**src/rtl/shifter_iterative.sv**
```systemverilog
// Iterative shifter: one request in, one shift step per clock, one result out.
// Same 3-bit op encoding and results as the single-cycle barrel shifter.
//
// Ports:
//   i_clk, i_rst_n      clock, async active-low reset
//   i_valid / o_ready   request handshake (o_ready high only when idle)
//   i_data, i_ctrl      operand and op code
//   i_shift_amount      shift count (AW bits)
//   o_valid / i_ready   result handshake
//   o_data              registered result
//   o_busy              high while shifting or holding a result
//
// Optional: define SHIFTER_ITER_STEP4_EN to move 4 positions per cycle
// while at least 4 steps remain. Results are identical either way.
module shifter_iterative #(
  parameter  int WIDTH = 8,
  localparam int AW    = $clog2(WIDTH) + 1
) (
  input  logic             i_clk,
  input  logic             i_rst_n,
  input  logic             i_valid,
  output logic             o_ready,
  input  logic [WIDTH-1:0] i_data,
  input  logic [2:0]       i_ctrl,
  input  logic [AW-1:0]    i_shift_amount,
  output logic             o_valid,
  input  logic             i_ready,
  output logic [WIDTH-1:0] o_data,
  output logic             o_busy
);

  typedef enum logic [1:0] {
    S_IDLE  = 2'b00,
    S_SHIFT = 2'b01,
    S_DONE  = 2'b10
  } state_e;

  localparam logic [AW-1:0] WCNT = AW'(WIDTH);

  state_e           state_q, state_d;
  logic [AW-1:0]    cnt_q, cnt_d;
  logic [WIDTH-1:0] data_q, data_d;
  logic [2:0]       op_q, op_d;
  logic [AW-1:0]    load_cnt;

  function automatic logic [WIDTH-1:0] step1(
    input logic [WIDTH-1:0] r,
    input logic [2:0]       op
  );
    logic [WIDTH-1:0] n;
    n = r;
    case (op)
      3'b001:  n = {1'b0, r[WIDTH-1:1]};
      3'b010:  n = {r[WIDTH-1], r[WIDTH-1:1]};
      3'b011:  n = {r[0], r[WIDTH-1:1]};
      3'b100:  n = {r[WIDTH-2:0], 1'b0};
      3'b110:  n = {r[WIDTH-2:0], r[WIDTH-1]};
      default: n = r;
    endcase
    return n;
  endfunction

`ifdef SHIFTER_ITER_STEP4_EN
  // Four chained single steps flatten into one 4-position move.
  function automatic logic [WIDTH-1:0] step4(
    input logic [WIDTH-1:0] r,
    input logic [2:0]       op
  );
    return step1(step1(step1(step1(r, op), op), op), op);
  endfunction
`endif

  // Logical shifts saturate at WIDTH (result all zero);
  // arithmetic and rotates wrap modulo WIDTH.
  always_comb begin
    load_cnt = '0;
    case (i_ctrl)
      3'b001, 3'b100:
        load_cnt = (i_shift_amount > WCNT) ? WCNT : i_shift_amount;
      3'b010, 3'b011, 3'b110:
        load_cnt = i_shift_amount % WCNT;
      default:
        load_cnt = '0;
    endcase
  end

  always_comb begin
    state_d = state_q;
    cnt_d   = cnt_q;
    data_d  = data_q;
    op_d    = op_q;
    case (state_q)
      S_IDLE: begin
        if (i_valid) begin
          data_d  = i_data;
          op_d    = i_ctrl;
          cnt_d   = load_cnt;
          state_d = (load_cnt != '0) ? S_SHIFT : S_DONE;
        end
      end
      S_SHIFT: begin
`ifdef SHIFTER_ITER_STEP4_EN
        if (32'(cnt_q) >= 4) begin
          data_d = step4(data_q, op_q);
          cnt_d  = cnt_q - AW'(4);
        end else begin
          data_d = step1(data_q, op_q);
          cnt_d  = cnt_q - AW'(1);
        end
`else
        data_d = step1(data_q, op_q);
        cnt_d  = cnt_q - AW'(1);
`endif
        if (cnt_d == '0) state_d = S_DONE;
      end
      S_DONE: begin
        if (i_ready) state_d = S_IDLE;
      end
      default: begin
        state_d = S_IDLE;
        cnt_d   = '0;
      end
    endcase
  end

  always_ff @(posedge i_clk or negedge i_rst_n) begin
    if (!i_rst_n) begin
      state_q <= S_IDLE;
      cnt_q   <= '0;
      data_q  <= '0;
      op_q    <= '0;
    end else begin
      state_q <= state_d;
      cnt_q   <= cnt_d;
      data_q  <= data_d;
      op_q    <= op_d;
    end
  end

  assign o_ready = (state_q == S_IDLE);
  assign o_valid = (state_q == S_DONE);
  assign o_busy  = (state_q == S_SHIFT) || (state_q == S_DONE);
  assign o_data  = data_q;

endmodule
```
**config.mk**
```make
export PLATFORM = sky130hd
export DESIGN_NAME = shifter_iterative
export DESIGN_NICKNAME = d
export VERILOG_FILES = /design/src/rtl/shifter_iterative.sv
export SDC_FILE = /design/constraint.sdc
export NUM_CORES = 1
export LEC_CHECK = 0
export ABC_AREA = 0
export BUFFER_PORTS_ARGS = -buffer_cell sky130_fd_sc_hd__buf_2
export CAP_MARGIN = 40
export CELL_PAD_IN_SITES_DETAIL_PLACEMENT = 2
export CELL_PAD_IN_SITES_GLOBAL_PLACEMENT = 2
export CORE_MARGIN = 2
export CORE_UTILIZATION = 32
export CTS_CLUSTER_SIZE = 14
export DETAILED_ROUTE_END_ITERATION = 8
export GPL_ROUTABILITY_DRIVEN = 1
export PLACE_DENSITY_LB_ADDON = 0.1
export SYNTH_ARGS = -nofsm -noshare
export SYNTH_HDL_FRONTEND = slang
export SYNTH_SLANG_ARGS = --single-unit
export TNS_END_PERCENT = 30
```
**constraint.sdc**
```tcl
create_clock -name i_clk -period 2 [get_ports i_clk]
set_clock_uncertainty 0.1 [all_clocks]
set_input_delay 0.3 -clock i_clk [delete_from_list [all_inputs] [get_ports i_clk]]
set_output_delay 0.3 -clock i_clk [all_outputs]
set_load 0.02 [all_outputs]
```
[Yosys cells after proc, flatten, opt, wreduce, memory -nomap -nowiden]
Index checks and enable logic that the tools add are counted.
Cells by class
  $lt $le $gt $ge: 1
  multiplexer cells: 12
  reductions and logical operators: 12
  eq/ne operators: 18
  bitwise operators: 1
  $add $sub $neg: 1
Operator list (number)
  $pmux W8 S5: 1
  $pmux W8 S2: 1
  $eq A3 B2 Y1 const B: 4
  $eq A3 B3 Y1 const B: 4
  $pmux W4 S3: 1
  $mux W2: 4
  $mux W4: 2
  $mux W8: 1
  $pmux W4 S2: 1
  $eq A3 B1 Y1 const B: 2
  $ne A2 B2 Y1 const B: 3
  $ne A6 B1 Y1 const B: 1
  $pmux W2 S3: 1
  $reduce_and A3 Y1: 2
  $ne A5 B1 Y1 const B: 1
  $gt A4 B4 Y1 const B: 1
  $logic_not A4 Y1: 1
  $reduce_and A2 Y1: 2
  $reduce_and A4 Y1: 1
  $reduce_bool A4 Y1: 1
  $sub A4 B1 Y4 const B: 1
  $reduce_or A3 Y1: 1
  $eq A2 B1 Y1 const B: 1
  $eq A2 B2 Y1 const B: 1
  other kinds (6): 6
Storage, ports and cells
  output and inout bits: 11
  input port bits: 19
  bits in registers: 17

[Depth between registers and ports, before layout]
  word-level depth: 7
  gate-level depth with buffers: 6
  depth with buffers taken out: 6

[Worst setup path after synthesis]
OpenSTA, ideal clock, no wires.
  path type: reg2reg
  start point: register state_q[1]
  end point: register data_q[0], in the netlist o_data[0]
  setup slack: 0.126 ns
  data required time: 1.775 ns
  clock period less this slack: 1.874 ns
  arrival time: 1.649 ns
  stages on the path, launching flop included: 7
  cells stage by stage: dfrtp_1 -> inv_1 -> ha_1 -> nor2b_4 -> a21o_1 -> o21bai_4 -> mux2_4
On the way
  longest elaborated chain between the ends: 3
Ends and longest elaborated chain
  from (decl): RTL line 40  | state_e state_q, state_d;
  from (signal assigned): RTL line 133  | state_q <= state_d;
  $logic_not A2 Y1 (*)
  net o_ready: RTL line 22  | output logic o_ready,
  $ne A2 B2 Y1 (no source line) / $reduce_bool A2 Y1 (equally long branches)
  $reduce_and A3 Y1 (no source line)
  to (signal assigned): RTL line 135  | data_q <= data_d;
  to (decl): RTL line 42  | logic [WIDTH-1:0] data_q, data_d;
The timed path passes the listed nets; every way through them passes the cells marked *.
A chain may end at the register's enable or synchronous reset.

[Worst setup path after layout]
  start point: register state_q[0]
  end point: register data_q[4], in the netlist o_data[4]
On the way
  longest elaborated chain between the ends: 3
Ends and longest elaborated chain
  $eq A2 B1 Y1 / $logic_not A2 Y1 (equally long branches): RTL line 92  | case (state_q)
  $ne A6 B1 Y1 (no source line) (tied with other cells)
  $reduce_and A3 Y1 (no source line)
Several ways; a longest one is shown, not always the timed one.

==> impl_summary.txt <==
----------------------------------------------------
[Routing]
  Detail-routed via count per cell ... ~5.1
  Number of detailed-routing iterations run before antenna repair ... 2
  Drt first-iter violations ... 22
  Post-route DRC ... 0
  Overall routed net length ... roughly 3200 microns
  Post-DR wirelength/cell ... 16.48 microns
  Final antenna-violating net count ... 0
  DR vias ... 1,001

[Clock network]
  CTS clock-pin slew for the worst setup and hold paths ... approximately 0.11 ns
  Number of levels in the clock H-tree ... 1
  Clock tree from TritonCTS ... built
  CTS root buf ... sky130_fd_sc_hd__clkbuf_4
  Clock tree buffer depth ... 2
  Total clock buffers created by CTS ... 3
  Sink Count ... 17
  Clock latency of the later-clocked register in the worst-skew pair ... 0.29 ns

[Setup path]
  Classification of the worst setup path ... flip-flop to flip-flop
  Worst-case reg-to-reg path depth ... 6
  Crit Path Max Fanout ... 7
  Start of the worst register-to-register path ... state_q[0]
  Critical path capture point type ... flip-flop
  Worst setup path endpoint ... o_data[4]
  Endpoint of the worst register-to-register path ... o_data[4]
  Endpoint required time on the critical path ... 2.09 ns
  Data arrival time of the critical path ... 1.95 ns
  Crit path launch ... state_q[0]
  R2R setup slack ... between 0.1 and 0.15 ns
  Element type at the critical path start ... flip-flop

[Global route]
  Pin count of the biggest net entering global routing ... 18
  Gr usage total ... 16.97%
  Antenna violations before repair ... 0
  Number of global-route vias before repair ... 1,121
  First-pass GRT wire length ... 5492 microns
  Overflow left after global routing ... 0

[Timing]
  Worst max-slew margin expressed relative to the limit ... between 70% and 80%
  Setup_tns ... 0 ns
  Final count of hold timing violations ... 0
  Minimum period implied by the final worst setup slack ... roughly 1.9 ns
  Final hold slack ... 0.2021 ns
  Transition time of the tightest slew-check pin ... about 0.41 ns
  Maximum clock rate ... 539.1 MHz
  Ratio of final minimum period to clock period ... 92.74%
  Setup violators final ... 0
  Setup repair after global routing missed its margin ... no
  Max-slew violation total from the final report ... 0

[Synthesis]
  Register bit count reported by yosys ... 17
  Number of distinct library cell variants in the gate-level netlist after synthesis ... 41
  Sequential cell area fraction in the yosys report ... between 30 and 40%
  EDFF count, synth ... 0
  Per-instance average area after synthesis ... 10.32 sq um
  Number of nets produced by synthesis ... 137
  Cells after Synth ... 113
  Most used flip-flop cell after synthesis ... sky130_fd_sc_hd__dfrtp_1
  Total standard cell area after synthesis ... 1166 sq um
  Ys Warns ... 0
  FFs w/ async S/R, synth ... between 90% and 100%

[Final layout]
  Multi-input gate area in the final layout ... between 700 and 800 sq um
  Ant diodes ... 0
  Proportion of layout cells with a drive suffix above 1 ... between 30% and 40%
  Area delta synth->final ... 22.64%
  Number of fill cells ... between 300 and 400
  Area of all placed cells without fillers ... 1430 sq um
  FF+latch area ... between 400 and 500 sq um
  Final-stage net count ... 174

[Die]
  Starting Density ... 34.14%
  Die outline height ... 64.37 microns
  Total Die Area ... slightly above 4000 sq um
  Std-Cell Core Area ... 3416 sq um
  Die Span X ... 64.37 microns
  IO Pins ... 30
  Standard-cell rows ... 21

[Placed design]
  IO Port Bufs ... 29
  Dpl cell area ... 1390 sq um
  Post-detail-place hpwl ... 2537 microns
  Routability cong. ... 0.7636

[Outcome]
  Status ... completed

[Pwr]
  Power Total ... 0.002520 W
  Total power divided by cell area ... 1762 nW/um^2
  Worst-case vdd ir drop ... 0.6320 mV
  Leakage ... 0.6849 nW

[Hold path]
  Path category of the worst min-delay check ... primary input to flip-flop

[Flow run]
  Number of violations of the max-capacitance limit ... 0

----------------------------------------------------
[cell type report]
cell class / count / share of cell area [%]
clock buffers: 3 / 1.575
clock inverters: 1 / 0.3500
inverters: 7 / 1.837
multi-input cells: 86 / 48.99
flip-flops and latches: 17 / 29.75
well taps: 46 / 4.025
repair buffers: 35 / 13.47
[registers in the layout, indices dropped and copies added (netlist names)]
| register | cells |
|---|---|
| cnt_q | 4 |
| o_data | 8 |
| op_q | 3 |
| state_q | 2 |
[cell families (layout without fill, tap and decap cells)]
kind of cell	Yosys count	in the layout	synth area share, %
and+or+nand+nor	31	31	14.16
AOI/OAI and AO/OA	29	29	19.10
muxes	19	19	19.74
DFF	17	17	36.48
buffers and inverters	10	46	3.647
adders and majority gates	5	5	5.365
xor gates and xnor gates	2	2	1.502
[worst min-delay path by stage]
stage / from / to / slack [ns] / cells after the start
floorplan: i_rst_n / cnt_q[0] / -0.1 / 0
global placement: i_rst_n / op_q[1] / 0.16 / 1
detailed placement: i_rst_n / op_q[1] / 0.17 / 1
CTS: i_ctrl[0] / op_q[0] / 0.19 / 2
global route: i_ctrl[1] / op_q[1] / 0.21 / 2
finish: i_ctrl[0] / op_q[0] / 0.20 / 2
[per-stage QoR]
step / utilization [%] / cells / setup WS (ns)
after floorplan: - / 113 / 0.1259
after global placement: 40.70 / 190 / 0.2062
after detailed placement: 40.70 / 190 / 0.09225
after CTS: 41.79 / 195 / 0.08083
after global routing: 41.87 / 195 / 0.03948
final: 41.87 / 195 / 0.1452
[metal layers]
layer	GRT usage, %	wire [microns]
met1	22.08	1462
met2	29.43	1608
met3	2.641	119
met4	3.989	22
met5	0	0
[cells in the mapped netlist, types with 3 or more instances]
library cell	n	area share (%)
sky130_fd_sc_hd__mux2_2	4	3.9
sky130_fd_sc_hd__nand2_1	3	0.97
sky130_fd_sc_hd__nor3_1	4	1.7
sky130_fd_sc_hd__inv_1	6	1.9
sky130_fd_sc_hd__nor2b_1	3	1.6
sky130_fd_sc_hd__mux2_4	7	9.0
sky130_fd_sc_hd__nor2_1	11	3.5
sky130_fd_sc_hd__ha_1	5	5.4
sky130_fd_sc_hd__a21oi_1	11	4.7
sky130_fd_sc_hd__mux2i_1	8	6.9
sky130_fd_sc_hd__dfrtp_1	17	36
[cell usage in the layout (no fill, tap or decap), types with 2 or more instances in the layout]
master	n
sky130_fd_sc_hd__a31o_1	2
sky130_fd_sc_hd__buf_4	5
sky130_fd_sc_hd__dfrtp_1	17
sky130_fd_sc_hd__mux2i_1	8
sky130_fd_sc_hd__a22o_1	2
sky130_fd_sc_hd__inv_1	6
sky130_fd_sc_hd__nor3_1	4
sky130_fd_sc_hd__clkbuf_4	3
sky130_fd_sc_hd__nand2_1	3
sky130_fd_sc_hd__o21ai_1	2
sky130_fd_sc_hd__a21oi_1	11
sky130_fd_sc_hd__mux2_2	4
sky130_fd_sc_hd__mux2_4	7
sky130_fd_sc_hd__nor2b_1	3
sky130_fd_sc_hd__buf_2	29
sky130_fd_sc_hd__ha_1	4
sky130_fd_sc_hd__nor2_1	11
sky130_fd_sc_hd__nand4_1	2
[what timing repair did]
item,CTS,global route
hold buffers,1,0
gates resized for setup,0,1
endpoints found under the hold margin,17,0
setup buffers,0,0
endpoints found under the setup margin,0,7
[critical path: stages (launching register included)]
cell and delay [ns]:
sky130_fd_sc_hd__dfrtp_1 0.41, sky130_fd_sc_hd__inv_1 0.12, sky130_fd_sc_hd__ha_2 0.26, sky130_fd_sc_hd__nor2b_4 0.20, sky130_fd_sc_hd__a21o_1 0.13, sky130_fd_sc_hd__o21bai_4 0.20
sky130_fd_sc_hd__mux2_4 0.33
[power by group]
| group | switching (W) | internal [W] |
|---|---|---|
| combinational | 0.000816 | 0.000796 |
| sequential | 0.000196 | 0.000515 |
| clock | 0.000123 | 0.0000744 |
Note: power is estimated with default switching activity, not from simulation.
